## config.mk

```make
export PLATFORM = sky130hd
export DESIGN_NAME = rmt_dest_demux
export DESIGN_NICKNAME = d
export VERILOG_FILES = /design/src/rtl/rmt_dest_demux.sv
export SDC_FILE = /design/constraint.sdc
export NUM_CORES = 1
export LEC_CHECK = 0
export CORE_AREA = 2 2 714 716
export DETAILED_ROUTE_END_ITERATION = 10
export DIE_AREA = 0 0 716 718
export GPL_TIMING_DRIVEN = 0
export HOLD_SLACK_MARGIN = 0.1
export PLACE_DENSITY_LB_ADDON = 0.08
export SLEW_MARGIN = 20
export SYNTH_ARGS = -nofsm -noshare
export SYNTH_HDL_FRONTEND = slang
export SYNTH_SLANG_ARGS = --single-unit
```

## constraint.sdc

```tcl
create_clock -name clk -period 2.1 [get_ports clk]
set_input_delay 0.42 -clock clk [delete_from_list [all_inputs] [get_ports clk]]
set_output_delay 0.42 -clock clk [all_outputs]
set_load 0.05 [all_outputs]
```

## src/rtl/rmt_dest_demux.sv

```systemverilog
// Routes whole AXI-Stream frames from the classifier to one of M_COUNT ports by first-beat tdest,
// with a single output register stage, per-port frame counters and a drop counter.
// state | meaning
// IDLE  | waiting for first beat of a frame
// FWD   | forwarding remaining beats to sel_reg
// DROP  | discarding remaining beats of an unroutable frame
module rmt_dest_demux #(
    parameter int DATA_WIDTH = 512,
    parameter int KEEP_WIDTH = DATA_WIDTH/8,
    parameter int USER_WIDTH = 8,
    parameter int DEST_WIDTH = 2,
    parameter int M_COUNT    = 2,
    parameter int CNT_WIDTH  = 32
) (
    input  logic                             clk,
    input  logic                             rst,
    input  logic [DATA_WIDTH-1:0]            s_axis_tdata,
    input  logic [KEEP_WIDTH-1:0]            s_axis_tkeep,
    input  logic                             s_axis_tvalid,
    output logic                             s_axis_tready,
    input  logic                             s_axis_tlast,
    input  logic [USER_WIDTH-1:0]            s_axis_tuser,
    input  logic [DEST_WIDTH-1:0]            s_axis_tdest,
    output logic [M_COUNT*DATA_WIDTH-1:0]    m_axis_tdata,
    output logic [M_COUNT*KEEP_WIDTH-1:0]    m_axis_tkeep,
    output logic [M_COUNT-1:0]               m_axis_tvalid,
    input  logic [M_COUNT-1:0]               m_axis_tready,
    output logic [M_COUNT-1:0]               m_axis_tlast,
    output logic [M_COUNT*USER_WIDTH-1:0]    m_axis_tuser,
    output logic [M_COUNT*CNT_WIDTH-1:0]     stat_frame_count,
    output logic [CNT_WIDTH-1:0]             stat_drop_count
);

    typedef enum logic [1:0] {IDLE, FWD, DROP} state_t;

    localparam logic [DEST_WIDTH:0] M_LIM = (DEST_WIDTH+1)'(M_COUNT);

    state_t                         state, state_nxt;
    logic                           run;
    logic [DEST_WIDTH-1:0]          sel_reg, sel_nxt;
    logic                           out_valid;
    logic [DATA_WIDTH-1:0]          data_reg;
    logic [KEEP_WIDTH-1:0]          keep_reg;
    logic [USER_WIDTH-1:0]          user_reg;
    logic                           last_reg;
    logic [M_COUNT-1:0]             sel_oh, cnt_oh;
    logic                           out_ready, take, dest_ok;
    logic                           s_fire, load, frame_done, drop_done;
    logic [M_COUNT-1:0][CNT_WIDTH-1:0] frame_cnt;
    logic [CNT_WIDTH-1:0]           drop_cnt;

    always_comb begin
        sel_oh = '0;
        for (int i = 0; i < M_COUNT; i++) sel_oh[i] = (sel_reg == DEST_WIDTH'(i));
    end

    always_comb begin
        cnt_oh = '0;
        for (int i = 0; i < M_COUNT; i++) cnt_oh[i] = (sel_nxt == DEST_WIDTH'(i));
    end

    // The held beat always belongs to sel_reg, so its ready gates the input even in IDLE.
    assign out_ready = |(sel_oh & m_axis_tready);
    assign take      = out_valid && out_ready;
    assign dest_ok   = {1'b0, s_axis_tdest} < M_LIM;

    always_ff @(posedge clk or negedge rst) begin
        if (!rst) state <= IDLE;
        else      state <= state_nxt;
    end

    always_comb begin
        state_nxt     = state;
        sel_nxt       = sel_reg;
        s_axis_tready = 1'b0;
        s_fire        = 1'b0;
        load          = 1'b0;
        frame_done    = 1'b0;
        drop_done     = 1'b0;
        case (state)
            IDLE: begin
                s_axis_tready = run && (!out_valid || out_ready);
                s_fire        = s_axis_tvalid && s_axis_tready;
                if (s_fire) begin
                    if (dest_ok) begin
                        sel_nxt = s_axis_tdest;
                        load    = 1'b1;
                        if (s_axis_tlast) frame_done = 1'b1;
                        else              state_nxt  = FWD;
                    end else begin
                        if (s_axis_tlast) drop_done = 1'b1;
                        else              state_nxt = DROP;
                    end
                end
            end
            FWD: begin
                s_axis_tready = run && (!out_valid || out_ready);
                s_fire        = s_axis_tvalid && s_axis_tready;
                if (s_fire) begin
                    load = 1'b1;
                    if (s_axis_tlast) begin
                        frame_done = 1'b1;
                        state_nxt  = IDLE;
                    end
                end
            end
            DROP: begin
                s_axis_tready = run;
                s_fire        = s_axis_tvalid && s_axis_tready;
                if (s_fire && s_axis_tlast) begin
                    drop_done = 1'b1;
                    state_nxt = IDLE;
                end
            end
            default: state_nxt = IDLE;
        endcase
    end

    always_ff @(posedge clk or negedge rst) begin
        if (!rst) begin
            run       <= 1'b0;
            sel_reg   <= '0;
            out_valid <= 1'b0;
            data_reg  <= '0;
            keep_reg  <= '0;
            user_reg  <= '0;
            last_reg  <= 1'b0;
            frame_cnt <= '0;
            drop_cnt  <= '0;
        end else begin
            run     <= 1'b1;
            sel_reg <= sel_nxt;
            if (load) begin
                out_valid <= 1'b1;
                data_reg  <= s_axis_tdata;
                keep_reg  <= s_axis_tkeep;
                user_reg  <= s_axis_tuser;
                last_reg  <= s_axis_tlast;
            end else if (take) begin
                out_valid <= 1'b0;
            end
            for (int i = 0; i < M_COUNT; i++)
                if (frame_done && cnt_oh[i]) frame_cnt[i] <= frame_cnt[i] + CNT_WIDTH'(1);
            if (drop_done) drop_cnt <= drop_cnt + CNT_WIDTH'(1);
        end
    end

    assign m_axis_tdata     = {M_COUNT{data_reg}};
    assign m_axis_tkeep     = {M_COUNT{keep_reg}};
    assign m_axis_tuser     = {M_COUNT{user_reg}};
    assign m_axis_tlast     = {M_COUNT{last_reg}};
    assign m_axis_tvalid    = out_valid ? sel_oh : '0;
    assign stat_frame_count = frame_cnt;
    assign stat_drop_count  = drop_cnt;

endmodule

```

==> impl_metrics.yaml <==
floorplan:
  dieArea_um2: 514000
  start_util_pct: 6.10
  rows: 262
  die_h_um: 718
  fp.dieW_um: 716
  core_area_um2: 507000
  pin_count: 1861
yosys:
  synth-main-ff-cell: "dfrtp_1"
  synth.distinct_cells: 46
  synth.avg_cell_area_um2: 8.83
  syn_nets: 4098
  syn_inst: 3503
  synth_enable_flop_cells: 0
  synth_warnings: 0
  ys_seq_elements: 687
  ys_seq_area_share_pct: 55.6
  async_flop_share_pct: 100
  syn_area_um2: 30900
routing:
  wire_per_inst_um: 27.2
  wl_um: 356000
  viasPerCell: 2.63
  detail_route.first_pass.iterations: 5
  dr_total_vias: 34348
  ant_nets: 0
  drt_iter0_markers: 1313
  drc: 0
placement:
  dp_hpwl_um: 299000
  numPortBuffers: 1860
  dpl_cell_area_um2: 58400
  place_ws_ps: -2330
  gp_congestion: 0.815
  placed_cells: 12110
worst_setup_path:
  worst-path-buf-inv: 6
  end_kind: "flop"
  crit_chain: "mux2i_4 -> a2111o_1 -> buf_12 -> clkbuf_16 -> buf_16 -> clkbuf_16 -> buf_16 -> clkbuf_16 -> nand2_2 -> nand2_1"
  critPathSlowestCell: "a2111o_1"
  path_max_fanout: 7
  crit_arrival_ps: 3300
  cp_common_cell: "clkbuf_16"
  slowest_delay_ps: 460
  cp.required_ps: 2820
  cp-start-kind: "flop"
  crit_type: "flop to flop"
  path_delay_family: "buffers and inverters"
final_layout:
  fin_util_pct: 14.6
  largest_register_ffs: 512
  fin_nets: 6806
  final_common_cell: "nand2_1"
  area_growth_pct: 139
  fin_cells: 13080
  mostFrequentLayoutCells: "nand2_1, dlygate4sd2_1, clkdlybuf4s50_1, buf_4, dlygate4sd3_1"
  fin_area_um2: 73800
  drive_gt1_share_pct: 36.7
clock_tree:
  clk_pin_slew_ps: 60
  cts_tree: "built"
  clock_path_buffers: 4
  clkLatencyLatePin_ps: 910
  cts_made_buffers: 114
  cts_sinks: 687
  htreeDepth: 3
  cts_root_buf: "clkbuf_16"
global_route:
  gr-total-overflow: 0
  grt_pass1_wl_um: 433000
  grt_max_degree: 109
  grt_pass1_vias: 36203
  grt_usage_pct: 13.2
  antenna_found_initial: 180
sta:
  rsz0062_at_grt: "true"
  worst_clock_skew_ps: 106
  max_freq_ghz: 0.387
  maxSlewViolCount: 0
  tightest_slew_ps: 900
  fin_crit_ps: 2590
  hold_violations: 0
  finalSetupTns_ps: -357670
  slew_headroom_pct: 40.0
  setup_slack_ps: -486
  fin_crit_sh_pct: 123
  setup_violations: 1454
run_status:
  violations: "negative setup slack"
  outcome: "finished, violations left"
power_and_ir_drop:
  p_leak_nw: 34.8
  ir_worst_vdd_uv: 1130
  power_density_nw_per_um2: 1940
worst_hold_path:
  min_path_type: "primary input to flop"
run:
  maxCapViolCount: 0
==> worst min-delay path, cell delays in order <==
cell	delay, ps
clkdlybuf4s50_1	440
nand2_1	80
nand2_1	40
==> stage by stage <==
step	total power [mW]	hold WS (ps)
floorplan	78.0	124
global placement	122	459
detailed placement	121	260
CTS	140	4.13
global route	151	128
finish	143	191
==> routing by layer <==
metal	up-vias	wire length, um	track usage [%]
met3	483	21000	3.34
li1	15747	-	-
met5	-	176	0
met2	1348	196000	26.3
met4	28	12200	3.10
met1	16742	127000	13.4
==> final timing paths <==
| path | start | to | slack, ps | cells past startpoint |
|---|---|---|---|---|
| min in group asynchronous | rst | data_reg[204] | 220 | 9 |
| min | s_axis_tdata[420] | data_reg[420] | 190 | 3 |
| min reg2reg | stat_frame_count[63] | stat_frame_count[63] | 480 | 1 |
| max in group asynchronous | rst | data_reg[34] | 450 | 10 |
| max reg2reg | sel_reg[0] | data_reg[105] | -490 | 10 |
| max | sel_reg[0] | data_reg[105] | -490 | 10 |
==> layout make-up <==
type | instances | area (um^2)
Fill cell | 57713 | 433000
Sequential cell | 687 | 17500
Inverter | 16 | 60.1
Multi-Input combinational cell | 2075 | 10400
Clock inverter | 33 | 482
Tap cell | 6732 | 8420
Buffer | 697 | 6700
Timing Repair Buffer | 2620 | 26900
Clock buffer | 167 | 3310
Antenna cell | 53 | 133
==> power by group <==
group	switching, mW	internal, mW
clock	8.28	12.0
combinational	62.5	29.7
sequential	11.5	19.4
==> logic make-up (layout without fill, tap and decap cells) <==
| group | Yosys count | in the layout | share of synthesized area [%] |
|---|---|---|---|
| simple gates | 1961 | 1961 | 24.9 |
| buf+inv | 741 | 3533 | 16.3 |
| flops | 687 | 687 | 55.6 |
| xor+xnor | 93 | 93 | 2.63 |
| compound gates | 13 | 13 | 0.315 |
| mux | 4 | 4 | 0.141 |
| fa+ha+maj | 3 | 3 | 0.121 |
| other cells | 1 | 54 | 0.0121 |
==> synthesized netlist by cell type (all sizes together), types with 2 or more instances <==
library cell / instances / area (um^2)
a21oi: 3 / 15.0
and2: 4 / 25.0
nand2: 1801 / 6760
and3: 13 / 81.3
dfrtp: 687 / 17200
o21ai: 2 / 10.0
ha: 3 / 37.5
clkbuf: 84 / 315
nor3b: 2 / 15.0
nand4: 30 / 188
nor4b: 3 / 38.8
mux2: 3 / 33.8
xor2: 43 / 377
nor2: 29 / 109
xnor2: 50 / 438
nor3: 14 / 70.1
or4: 4 / 30.0
nor4: 17 / 119
and4: 4 / 35.0
inv: 16 / 60.1
nand3: 26 / 130
nand3b: 3 / 22.5
buf: 641 / 4670
or3: 2 / 12.5
nor2b: 3 / 18.8
==> what timing repair did <==
item                                   4_1_cts  5_1_grt
buffers inserted                            30      139
endpoints found under the hold margin      704       33
gates cloned                                16       39
gates resized for setup                   1773     3414
hold buffers                               521        2
pin swaps                                   78      245
setup endpoints to repair                 1949     1923
Power figures use the tool's default switching activity.
